--- src/rtl/sort_pkg.sv ---
// Shared definitions for the sequential bubble sorter.
//   - sort_state_e : controller states (LOAD, SORT, OUT)
//   - SORT_N_DEF / SORT_W_DEF : default words-per-batch and word width
//   - swap_cnt_w() : width of a counter able to hold N*(N-1)/2 swaps
package sort_pkg;

  localparam int SORT_N_DEF = 4;
  localparam int SORT_W_DEF = 4;

  typedef enum logic [1:0] {
    LOAD = 2'd0,
    SORT = 2'd1,
    OUT  = 2'd2
  } sort_state_e;

  // Bubble sort performs at most one swap per inversion, i.e. N*(N-1)/2.
  function automatic int swap_cnt_w(input int n);
    return $clog2(n * (n - 1) / 2 + 1);
  endfunction

endpackage

--- src/rtl/mag_cmp.sv ---
// Purely combinational W-bit unsigned magnitude comparator.
// Ports:
//   a, b : operands (unsigned, W bits)
//   eq   : a == b
//   gt   : a >  b
//   lt   : a <  b
// Exactly one of eq/gt/lt is high for any pair of known operands.
module mag_cmp #(
  parameter int W = 4
) (
  input  logic [W-1:0] a,
  input  logic [W-1:0] b,
  output logic         eq,
  output logic         gt,
  output logic         lt
);

  assign eq = (a == b);
  assign gt = (a >  b);
  assign lt = (a <  b);

endmodule

--- src/rtl/sort_seq.sv ---
// Sequential in-place bubble sorter for batches of N unsigned W-bit words.
// A batch is loaded over a valid/ready stream, sorted one compare per clock
// using a single mag_cmp on mem[k]/mem[k+1], then streamed out in order.
//
// Build option: define SORT_DESC_EN for descending output (swap when
// mem[k] < mem[k+1]); undefined gives ascending output. Handshake and cycle
// counts are identical in both builds.
//
// Ports:
//   clk        : clock, all state updates on the rising edge
//   rst_n      : synchronous active-low reset; aborts any batch in progress
//   in_valid   : in_data is valid (ignored outside LOAD)
//   in_ready   : block accepts a word this cycle
//   in_data    : unsigned input word
//   out_valid  : out_data carries a sorted word
//   out_ready  : consumer accepts out_data (ignored outside OUT)
//   out_data   : sorted word, 0 whenever out_valid is low
//   busy       : batch in progress (first word accepted, last not delivered)
//   swap_count : swaps made on the current or most recent batch
module sort_seq
  import sort_pkg::*;
#(
  parameter int N = SORT_N_DEF,
  parameter int W = SORT_W_DEF
) (
  input  logic                     clk,
  input  logic                     rst_n,
  input  logic                     in_valid,
  output logic                     in_ready,
  input  logic [W-1:0]             in_data,
  output logic                     out_valid,
  input  logic                     out_ready,
  output logic [W-1:0]             out_data,
  output logic                     busy,
  output logic [swap_cnt_w(N)-1:0] swap_count
);

  localparam int IW = $clog2(N);
  localparam int CW = swap_cnt_w(N);
  localparam logic [IW-1:0] LAST_IDX = IW'(N - 1);
  localparam logic [IW-1:0] PASS_MAX = IW'(N - 2);

  sort_state_e   state_q;
  sort_state_e   state_d;

  logic [W-1:0]  mem [N];
  logic [IW-1:0] load_idx;
  logic [IW-1:0] k_idx;
  logic [IW-1:0] k_nxt;
  logic [IW-1:0] p_idx;
  logic [IW-1:0] out_idx;
  logic          pass_swapped;
  logic          ready_q;

  logic          cmp_eq;
  logic          cmp_gt;
  logic          cmp_lt;
  logic          do_swap;
  logic          last_k;
  logic          sort_done;
  logic          in_xfer;
  logic          out_xfer;

  assign k_nxt = k_idx + IW'(1);

  mag_cmp #(.W(W)) u_cmp (
    .a  (mem[k_idx]),
    .b  (mem[k_nxt]),
    .eq (cmp_eq),
    .gt (cmp_gt),
    .lt (cmp_lt)
  );

  // Equal words never swap, which keeps the sort stable.
`ifdef SORT_DESC_EN
  assign do_swap = (state_q == SORT) && cmp_lt && !cmp_eq;
`else
  assign do_swap = (state_q == SORT) && cmp_gt && !cmp_eq;
`endif

  // Pass p compares k = 0 .. N-2-p.
  assign last_k    = (k_idx == (PASS_MAX - p_idx));
  // A pass with no swaps means the array is ordered; the swap decided in
  // this very cycle counts toward the current pass.
  assign sort_done = last_k && (!(pass_swapped || do_swap) || (p_idx == PASS_MAX));

  // ready_q keeps in_ready low through the reset cycle itself.
  assign in_ready  = ready_q && (state_q == LOAD);
  assign out_valid = (state_q == OUT);
  assign out_data  = out_valid ? mem[out_idx] : '0;
  assign busy      = (state_q != LOAD) || (load_idx != '0);

  assign in_xfer   = in_valid && in_ready;
  assign out_xfer  = out_valid && out_ready;

  always_comb begin
    state_d = state_q;
    case (state_q)
      LOAD:    if (in_xfer && (load_idx == LAST_IDX)) state_d = SORT;
      SORT:    if (sort_done) state_d = OUT;
      OUT:     if (out_xfer && (out_idx == LAST_IDX)) state_d = LOAD;
      default: state_d = LOAD;
    endcase
  end

  always_ff @(posedge clk) begin
    if (!rst_n) state_q <= LOAD;
    else        state_q <= state_d;
  end

  always_ff @(posedge clk) begin
    if (!rst_n) begin
      ready_q      <= 1'b0;
      load_idx     <= '0;
      k_idx        <= '0;
      p_idx        <= '0;
      out_idx      <= '0;
      pass_swapped <= 1'b0;
      swap_count   <= '0;
      for (int i = 0; i < N; i++) mem[i] <= '0;
    end else begin
      ready_q <= 1'b1;
      case (state_q)
        // ---- LOAD: capture words, first accept starts a fresh swap tally
        LOAD: begin
          if (in_xfer) begin
            mem[load_idx] <= in_data;
            if (load_idx == '0) swap_count <= '0;
            load_idx     <= (load_idx == LAST_IDX) ? '0 : load_idx + IW'(1);
            k_idx        <= '0;
            p_idx        <= '0;
            pass_swapped <= 1'b0;
          end
        end
        // ---- SORT: one compare (and optional swap) per cycle
        SORT: begin
          if (do_swap) begin
            mem[k_idx] <= mem[k_nxt];
            mem[k_nxt] <= mem[k_idx];
            swap_count <= swap_count + CW'(1);
          end
          pass_swapped <= pass_swapped || do_swap;
          if (last_k) begin
            if (sort_done) begin
              out_idx <= '0;
            end else begin
              p_idx        <= p_idx + IW'(1);
              k_idx        <= '0;
              pass_swapped <= 1'b0;
            end
          end else begin
            k_idx <= k_nxt;
          end
        end
        // ---- OUT: stream mem[0..N-1], holding the word while stalled
        OUT: begin
          if (out_xfer) out_idx <= (out_idx == LAST_IDX) ? '0 : out_idx + IW'(1);
        end
        default: ;
      endcase
    end
  end

endmodule

--- config.mk ---
export PLATFORM = sky130hd
export DESIGN_NAME = sort_seq
export DESIGN_NICKNAME = d
export VERILOG_FILES = /design/src/rtl/sort_pkg.sv /design/src/rtl/mag_cmp.sv /design/src/rtl/sort_seq.sv
export SDC_FILE = /design/constraint.sdc
export NUM_CORES = 1
export LEC_CHECK = 0
export ABC_AREA = 1
export BUFFER_PORTS_ARGS = -buffer_cell sky130_fd_sc_hd__buf_4
export CORE_MARGIN = 5
export CORE_UTILIZATION = 57
export CTS_BUF_LIST = sky130_fd_sc_hd__clkbuf_16
export DETAILED_ROUTE_END_ITERATION = 8
export PLACE_DENSITY = 0.76
export SKIP_CTS_REPAIR_TIMING = 1
export SYNTH_ARGS = -nofsm -noshare
export SYNTH_HDL_FRONTEND = slang
export SYNTH_SLANG_ARGS = --single-unit
export TNS_END_PERCENT = 30
--- constraint.sdc ---
create_clock -name clk -period 4 [get_ports clk]
set_input_delay 0.8 -clock clk [delete_from_list [all_inputs] [get_ports clk]]
set_output_delay 0.8 -clock clk [all_outputs]
set_load 0.005 [all_outputs]
# ---- Word-level counts from Yosys, hierarchy flattened
# Memory sizes are Yosys's and may differ from the RTL's. A register that Yosys moved wholly into a read port is not among the register bits.
# Index checks and enable logic that the tools add are counted.
dict set report word_totals {
  register_bits 15
  ram_bits 16
  input_bits 8
  output_inout_bits 10
  wordCells 111
  memories 1
}
# memory depth word_bits read_ports rd_clocked_by_memory_dff write_ports line
set mem_list {}
lappend mem_list {mem 4 4 3 2 4 sort_seq.sv:46} ;# logic [W-1:0] mem [N];
dict set report classes {
  addsub 6
  n_lt_le_gt_ge 1
  eq_ne 17
  mux 49
  reduce_logical 29
}
# cell n
set ops {}
lappend ops {{2-to-1 mux 2 bit} 20}
lappend ops {{2-to-1 mux 1 bit} 16}
lappend ops {{2-to-1 mux 4 bit} 4}
lappend ops {{case mux 2 bit (2 select lines)} 3}
lappend ops {{AND reduction 4 bit} 3}
lappend ops {{OR reduction 4 bit} 3}
lappend ops {{inequality test 2 bit (second input constant)} 5}
lappend ops {{2-to-1 mux 3 bit} 3}
lappend ops {{adder 2 x 1 -> 2 bit (second input constant)} 4}
lappend ops {{== test 2 bit (second input constant)} 4}
lappend ops {{logical AND 1 bit} 8}
lappend ops {{inequality test 2 x 1 -> 1 bit (second input constant)} 4}
lappend ops {{nonzero test 2 bit} 4}
lappend ops {{case mux 2 bit (3 select lines)} 1}
lappend ops {{case mux 3 bit (2 select lines)} 1}
lappend ops {{AND reduction 3 bit} 2}
lappend ops {{== test 4 bit} 1}
lappend ops {{> comparator 4 bit} 1}
lappend ops {{zero test 2 bit} 2}
lappend ops {{AND reduction 2 bit} 2}
lappend ops {{adder 3 x 1 -> 3 bit (second input constant)} 1}
lappend ops {{logical OR 1 bit} 3}
lappend ops {{inequality test 3 bit (second input constant)} 1}
lappend ops {{== test 2 x 1 -> 1 bit (second input constant)} 1}
lappend ops {{other kinds (4)} 5}

# ---- Depth between registers and ports, before layout
# Gate-level depths: netlist (run 1).
# An unclocked memory read counts as a cell.
dict set report logic_depth {
  ltp_word 14
  depth_mapped 21
  ltp_nobuf 20
}

# ---- By module
# A second synthesis (run 1) with hierarchy kept.
dict set report hier_totals {
  cells_unflattened 372
  hier_area_um2 2482.4
}
# mod n_inst cells_per_inst area_per_inst_um2 seq_area_each_um2
set modules_own_cells {}
lappend modules_own_cells {sort_seq 1 352 2367.3 860.8}
lappend modules_own_cells {mag_cmp 1 20 115.1 0.0}

# ---- Least setup slack after synthesis (run 1)
# Ideal clock, no wire load.
dict set report synth_timing {
  path_type {register to register}
  startpoint {register k_idx[0]}
  endpoint {memory mem[3][0] (enable)}
  setup_ns 0.361
  t_arrival_ns 2.663
  required_time_ns 3.639
  slack_ns 0.976
  path_stages_with_launch 20
  path_buffers 1
  period_less_slack_ns 3.024
  path_cell_list {dfxtp_1 clkbuf_2 inv_2 ha_1 inv_1 a21oi_1 o21ai_0 nand2_1 ha_1 nand2_1 inv_1 nand2_1 nand2_1 nand2_2 nor2_8 nand2_1 nand2_1 inv_1 o21ai_0 o21ai_0}
}
# element line
set synth_rtl {}
lappend synth_rtl {{start, declared} sort_seq.sv:48} ;# logic [IW-1:0] k_idx;
lappend synth_rtl {{start signal, assigned} sort_seq.sv:152} ;# k_idx <= k_nxt;
lappend synth_rtl {{end, declared} sort_seq.sv:46}

==> summary.txt, run 1 <==
Power and ir drop
  • Final total power: 0.904 mW
  • Cell area power density: 348 nW/um^2
  • Reported leakage power: approximately 1.1 nW
  • Peak VDD IR: about 220 uV

Logic synthesis
  • Main combinational cell family by area after synthesis: simple AND/OR/NAND/NOR gates
  • Synthesized area per cell: 7.42 um^2
  • Area share of xor/xnor cells in the synthesized design: less than 1%
  • Ranking of synthesized cells by area: sky130_fd_sc_hd__edfxtp_1 21%, sky130_fd_sc_hd__dfxtp_1 16%, sky130_fd_sc_hd__nand2_1 12%
  • Adder and majority cell fraction of the synthesized area: 7.03%
  • Register area share after synthesis: a little under two fifths
  • Synth area leader: sky130_fd_sc_hd__edfxtp_1
  • Fraction of the mapped netlist area in compound gates: between 10% and 20%
  • Unique masters post-synth: 33
  • Post-synth design cell area: between 2000 and 2500 um^2
  • Share of the synthesized area in the top cell type: between 20% and 30%
  • Share of synthesized area spent on multiplexers: 0%
  • Syn_nets: ~330
  • Yosys synthesis warning count: 0
  • Number of instances in the synthesized netlist: 312
  • Flip-flop and latch count after synthesis: 35
  • Share of synthesized cell area in and, or, nand and nor gates: between 20% and 30%

Finish
  • Number of cells in the finished layout apart from fillers: approximately 380
  • Filler Cells Inserted: 360
  • Most used cells in the layout excluding fill and tap cells: 77 x sky130_fd_sc_hd__nand2_1, 36 x sky130_fd_sc_hd__inv_1, 29 x sky130_fd_sc_hd__a21oi_1
  • Commonest non-fill, non-tap cell in the layout: sky130_fd_sc_hd__nand2_1
  • Share of the core filled with cells in the final layout: 65.5%
  • Layout overhead on the synthesized area: 12.4%
  • Number of nets at the end of the flow: 351
  • Area of all placed cells without fillers: around 2600 um^2
  • Antenna diodes: 0
  • Area of combinational cells with multiple inputs: roughly 1300 um^2
  • FF+latch area: between 800 and 900 um^2
  • Share of cells above drive strength 1: roughly 15%

Hold path
  • Instance count along the most critical hold path: 1
  • HP Class: register to register
  • Worst min-delay path endpoint: swap_count[0]
  • Worst min-delay path startpoint: swap_count[0]

Critical path
  • Required time of the critical path: a little under 4 ns
  • CP Launch Type: register
  • CP Class: register to register
  • Capture point of the worst reg-to-reg path: mem[3][3]
  • Start of the worst register-to-register path: k_idx[1]
  • Data arrival time of the worst path: roughly 3.3 ns
  • Cell count of the worst reg-to-reg path: 18
  • CP dominant cell by count: sky130_fd_sc_hd__nand2_1
  • Maximum net fanout on the critical path: 14
  • Worst path cell trace: inv_1, ha_1, inv_1, a21oi_1, o21ai_0, nand2_1, ha_1, nand2_1, inv_1, nand2_1, nand2_1, nand2_2, nor2_8, nand2_1, nand2_1, inv_1, o21ai_0, o21ai_0
  • CP Capture Type: register
  • Critical-path top delay cell: sky130_fd_sc_hd__o21ai_0
  • Critical Path Max Stage Delay: 0.43 ns
  • Flop2flop setup slack: about 0.66 ns

Route
  • Number of detailed-route iterations in the first pass: 5
  • Routed WL per cell: between 10 and 15 um
  • Number of violations reported at the end of detailed-routing iteration 0: 205
  • Final routed DRC violation total: 0
  • Final wirelength: 5.45 mm
  • Count of antenna-violating nets left after detailed routing: 0
  • Total vias in the final route: 2098
  • Post-DR vias/cell: between 5 and 6

Placement
  • Number of placed cells counting well taps: ~370
  • Worst setup slack after placement: approximately 0.71 ns
  • RePlAce Congestion: 0.889
  • Number of port buffers: 17
  • Placed inst area: roughly 2500 um^2
  • Placed wire-length estimate: about 4.3 mm

Timing
  • Transition time at the pin with the least slew margin: around 0.61 ns
  • Achievable clock frequency: ~300 MHz
  • PnR worst setup slack: about 0.66 ns
  • Fin crit period: 3.34 ns
  • Count of final hold-check violations: 0
  • Fin crit share: a little over four fifths
  • Final count of pins violating max slew: 0
  • Worst slew margin relative to its limit: 59.6%
  • Total Negative Setup Slacks: 0 ns
  • Worst hold-check slack: 0.493 ns
  • Endpoints failing setup: 0
  • Unrepaired setup endpoints after global routing: no
  • Layout Skew: roughly 0.0032 ns

GRT
  • First-pass GRT wire length: approximately 9.1 mm
  • All-Layer GR Usage: roughly 22%
  • Aggregate global routing overflow: 0
  • Number of antenna violations at the first check in global routing: 0
  • Vias in the first global route: about 2000
  • Maximum number of pins on one net before global-route repair: 19

Run
  • Number of max-cap violations: 0

Clock tree
  • CTS clk-pin slew, worst paths: around 0.050 ns
  • CTS tree: built
  • H-tree Lvls: 2
  • Insertion delay to the later sink of the worst-skew pair: 0.28 ns
  • Clk buf depth: 2
  • Root buf cell: sky130_fd_sc_hd__clkbuf_16
  • CTS sink cnt: 35
  • CTS Buf Count: 5

Die
  • Starting density of the core: between 50% and 60%
  • Number of ports placed on the die boundary: 18
  • Die boundary height: between 70 and 80 um
  • Horizontal die dimension: between 70 and 80 um
  • Area of the die: between 5000 and 6000 um^2
  • Core region area: 3970 um^2
  • Row Count: 23

Outcome
  • Outcome: finished, final reports clean
[power breakdown]
group / leakage, nW / switching (mW) / internal (mW)
Sequential: 0.321 / 0.0136 / 0.390
Combinational: 0.757 / 0.0896 / 0.0460
Clock: 0.0719 / 0.139 / 0.227
Total: 1.15 / 0.242 / 0.663
[final cells by class]
class / count / area share (%)
Multi-Input combinational cell: 231 / 48.3
Sequential cell: 35 / 33.1
Inverter: 39 / 5.63
Timing Repair Buffer: 18 / 5.19
Clock buffer: 5 / 4.81
Tap cell: 50 / 2.41
Clock inverter: 3 / 0.529
[worst max-delay path by stage]
stage               startpoint        end
finish                k_idx[1]  mem[3][3]
global route          k_idx[1]  mem[3][3]
CTS                   k_idx[1]  mem[3][3]
detailed placement    k_idx[1]  mem[3][3]
global placement      k_idx[1]  mem[3][2]
floorplan             k_idx[0]  mem[3][0]
[logic make-up after synthesis]
logic type	after synthesis
fa+ha+maj	13
compound gates	78
simple gates	139
buf+inv	46
flops	35
xor+xnor	1
[critical path, delay by kind of cell, from the launching register on]
| family | cells | cell delay [ns] |
|---|---|---|
| DFF | 1 | 0.39 |
| adders and majority gates | 2 | 0.61 |
| AOI/OAI and AO/OA | 4 | 0.83 |
| buffers and inverters | 4 | 0.38 |
| and+or+nand+nor | 8 | 0.78 |
[cells in the mapped netlist (all sizes together)]
| library cell | n |
|---|---|
| or2 | 1 |
| clkinv | 1 |
| buf | 5 |
| and2 | 1 |
| dfxtp | 19 |
| a21oi | 30 |
| nor2 | 29 |
| a32oi | 2 |
| o21ai | 33 |
| edfxtp | 16 |
| inv | 38 |
| nand2 | 89 |
| ha | 13 |
| a31oi | 3 |
| clkbuf | 2 |
| o211ai | 5 |
| nand3 | 19 |
| xor2 | 1 |
| o22ai | 5 |
[routing by layer]
layer  wire length (um)  share of wire, %  track usage, %
met1               2340                43            28.9
met2               2510                46            35.0
met3                468               8.6            5.06
met4                122               2.2            10.1
met5                  0                 0               0
(Power assumes the default switching activity.)
==> inputs of run 2 (changes only) <==
Settings changed: ABC_AREA 1 to 0, CORE_UTILIZATION 57 to 54.
Clock period 4 ns to 2.8 ns, I/O delays scaled along.
==> summary.txt, run 2 <==
Outcome
  • Outcome: complete, but fails checks
  • Violated checks: setup timing

Critical path
  • Critical Path Max Stage Delay: 0.60 ns
  • Endpoint of the worst setup timing path: mem[1][2]
  • Data arrival time of the worst path: just over 3 ns
  • Crit path depth: 10
  • Critical path launch point: k_idx[0]
  • Start of the worst register-to-register path: k_idx[0]
  • Combined buffer and inverter count along the critical path: 2
  • Critical-path top delay cell: sky130_fd_sc_hd__mux4_1
  • Maximum net fanout on the critical path: 10
  • CP Class: register to register
  • CP Launch Type: register
  • Cell count of the worst reg-to-reg path: 10
  • Top delay family on crit path: compound AO/OA/AOI/OAI gates
  • CP Capture Type: register
  • Required time of the critical path: about 2.9 ns
  • Capture point of the worst reg-to-reg path: mem[1][2]
  • Worst path cell trace: buf_4, mux4_1, inv_1, ha_1, and4_4, or3_4, a21o_4, o2bb2ai_2, a21oi_2, a22o_1
  • Flop2flop setup slack: -0.15 ns

Logic synthesis
  • Most used flip-flop cell after synthesis: sky130_fd_sc_hd__dfxtp_1
  • Synth area leader: sky130_fd_sc_hd__edfxtp_1
  • Number of instances in the synthesized netlist: 219
  • Share of flip-flops with an asynchronous set or reset after synthesis: 0%
  • Flip-flop and latch count after synthesis: 35
  • Cell with the most instances after synthesis: sky130_fd_sc_hd__nand2_1
  • Synthesized area per cell: 10.3 um^2
  • Most numerous cell types in the synthesized netlist: 30 x sky130_fd_sc_hd__nand2_1, 19 x sky130_fd_sc_hd__dfxtp_1, 16 x sky130_fd_sc_hd__edfxtp_1, 14 x sky130_fd_sc_hd__a21oi_1, 13 x sky130_fd_sc_hd__ha_1
  • Post-synth design cell area: roughly 2300 um^2
  • Register area share after synthesis: between 30 and 40%
  • Number of enable flip-flop cells after synthesis: 16
  • Ranking of synthesized cells by area: sky130_fd_sc_hd__edfxtp_1 21%, sky130_fd_sc_hd__dfxtp_1 17%, sky130_fd_sc_hd__ha_1 7.2%
  • Yosys synthesis warning count: 0
  • Unique masters post-synth: 51
  • Share of the synthesized area in the top cell type: 21.2%
  • Syn_nets: 240

Timing
  • Count of final hold-check violations: 0
  • Unrepaired setup endpoints after global routing: yes
  • Fin crit share: 105%
  • Transition time at the pin with the least slew margin: ~0.48 ns
  • Endpoints failing setup: 41
  • Fin crit period: slightly below 3 ns
  • Worst slew margin relative to its limit: around two thirds
  • Achievable clock frequency: 339 MHz
  • PnR worst setup slack: -0.146 ns
  • Final count of pins violating max slew: 0
  • Layout Skew: just over 0.007 ns

Power and ir drop
  • Peak VDD IR: 354 uV
  • Switching portion of total power: roughly a quarter
  • Cell area power density: between 400 and 500 nW/um^2
  • Logic pwr share: 12.5%
  • P_sw: between 0.2 and 0.3 mW
  • Fraction of power consumed by sequential logic: a little under half
  • Internal cell power: 0.942 mW
  • Clock share of power: 41.6%
  • Reported leakage power: approximately 1.2 nW

Die
  • Die boundary height: between 70 and 80 um
  • Area of the die: 5590 um^2
  • Starting density of the core: a little under three fifths
  • Number of ports placed on the die boundary: 18
  • Horizontal die dimension: between 70 and 80 um
  • Row Count: 23
  • Core region area: around 4000 um^2

Finish
  • Layout overhead on the synthesized area: 34.1%
  • Number of nets at the end of the flow: roughly 300
  • Share of cells above drive strength 1: 41.5%
  • Area of all placed cells without fillers: 3040 um^2
  • Most used cells in the layout excluding fill and tap cells: 43 x sky130_fd_sc_hd__buf_4, 26 x sky130_fd_sc_hd__nand2_1, 17 x sky130_fd_sc_hd__dfxtp_1
  • Share of the core filled with cells in the final layout: 75.4%
  • Filler Cells Inserted: between 200 and 300
  • Antenna diodes: 0
  • Commonest non-fill, non-tap cell in the layout: sky130_fd_sc_hd__buf_4

GRT
  • Number of antenna violations at the first check in global routing: 0
  • All-Layer GR Usage: between 20% and 30%
  • Aggregate global routing overflow: 0
  • Vias in the first global route: just under 2000
  • First-pass GRT wire length: 9.69 mm
  • Maximum number of pins on one net before global-route repair: 18

Clock tree
  • Root buf cell: sky130_fd_sc_hd__clkbuf_16
  • Insertion delay to the later sink of the worst-skew pair: approximately 0.28 ns
  • CTS clk-pin slew, worst paths: 0.05 ns
  • H-tree Lvls: 2
  • Clk buf depth: 2
  • CTS tree: built
  • CTS sink cnt: 35
  • CTS Buf Count: 5

Placement
  • Placed wire-length estimate: about 4.4 mm
  • Placed inst area: around 2700 um^2
  • RePlAce Congestion: 0.930
  • Number of port buffers: 17
  • Worst setup slack after placement: -0.213 ns

Route
  • Count of antenna-violating nets left after detailed routing: 0
  • Post-DR vias/cell: around 6.4
  • Amount of wire on met2 after detailed routing: 3.05 mm
  • Met1 layer wirelength in the final routing: 2.69 mm
  • Number of violations reported at the end of detailed-routing iteration 0: between 200 and 250
  • Total vias in the final route: 2062
  • Met3 Routed Length: about 540 um
  • Top layer in use: met4
  • Routed WL per cell: 20.2 um
  • Number of detailed-route iterations in the first pass: 5
  • Final routed DRC violation total: 0
  • Final wirelength: 6.50 mm

Run
  • Number of max-cap violations: 0

Hold path
  • HP Class: register to register
run 2: cell types whose count changed after synthesis, moves of 5 or more:
cell / before / now
sky130_fd_sc_hd__o22ai_1: 5 / 0
sky130_fd_sc_hd__a22o_1: 0 / 10
sky130_fd_sc_hd__nand3_1: 17 / 10
sky130_fd_sc_hd__inv_1: 36 / 10
sky130_fd_sc_hd__o21ai_0: 22 / 7
sky130_fd_sc_hd__nand2_1: 77 / 30
sky130_fd_sc_hd__and2_1: 0 / 8
sky130_fd_sc_hd__a21oi_1: 29 / 14
sky130_fd_sc_hd__o21ai_1: 10 / 3
sky130_fd_sc_hd__nor2_1: 26 / 11
sky130_fd_sc_hd__mux4_2: 0 / 7
sky130_fd_sc_hd__or3_1: 0 / 7
sky130_fd_sc_hd__nand2_2: 9 / 0
run 2: per-layer routing:
metal	track usage [%]	vias to the layer above
li1	-	941
met1	32.6	1000
met2	35.7	99
met3	6.68	22
met4	8.89	0
met5	0	-
run 2: layout make-up:
cell class / count / area (um^2) / area share [%]
clock buffers: 5 / 125 / 4.12
well taps: 50 / 62.6 / 2.06
multi-input cells: 168 / 1520 / 50.1
flip-flops and latches: 35 / 863 / 28.4
inverters: 10 / 40.0 / 1.32
clock inverters: 3 / 11.3 / 0.371
repair buffers: 51 / 413 / 13.6
run 2: cell families (layout without fill, tap and decap cells):
group | Yosys count | after routing | synth area share (%)
AOI/OAI and AO/OA | 56 | 56 | 19.2
DFF | 35 | 35 | 38.0
xor gates and xnor gates | 3 | 3 | 1.16
buffers and inverters | 16 | 69 | 3.15
muxes | 13 | 13 | 12.5
adders and majority gates | 13 | 13 | 7.18
and+or+nand+nor | 83 | 83 | 18.8
run 2: power groups by stage:
stage	clock (mW)	combinational, mW	sequential [mW]
CTS	0.514	0.122	0.564
global route	0.547	0.163	0.566
finish	0.513	0.154	0.565
detailed placement	0	0.121	0.574
global placement	0	0.119	0.573
floorplan	0	0.0729	0.566
run 2: worst register-to-register path, cell delays in order, from the launching register on:
cell and delay [ns]:
sky130_fd_sc_hd__dfxtp_2 0.35, sky130_fd_sc_hd__buf_4 0.22, sky130_fd_sc_hd__mux4_1 0.60, sky130_fd_sc_hd__inv_1 0.08, sky130_fd_sc_hd__ha_1 0.26, sky130_fd_sc_hd__and4_4 0.25
sky130_fd_sc_hd__or3_4 0.33, sky130_fd_sc_hd__a21o_4 0.21, sky130_fd_sc_hd__o2bb2ai_2 0.15, sky130_fd_sc_hd__a21oi_2 0.21, sky130_fd_sc_hd__a22o_1 0.17
run 2: worst min path at each step:
stage	from	endpoint	slack, ns	cells after the start
2_1_floorplan	load_idx[1]	load_idx[1]	0.47	2
3_3_place_gp	swap_count[1]	swap_count[1]	0.49	2
3_5_place_dp	swap_count[1]	swap_count[1]	0.48	2
4_1_cts	swap_count[1]	swap_count[1]	0.49	2
5_1_grt	swap_count[1]	swap_count[1]	0.53	2
6_report	swap_count[1]	swap_count[1]	0.49	2
run 2: stage by stage:
stage	instances	total power [mW]	hold WS [ns]	setup TNS, ns
floorplan	219	0.639	0.466	-5.15
global placement	309	0.692	0.490	-4.59
detailed placement	309	0.694	0.484	-5.97
CTS	317	1.20	0.494	-7.16
global route	322	1.28	0.529	-7.98
finish	322	1.23	0.492	-4.07
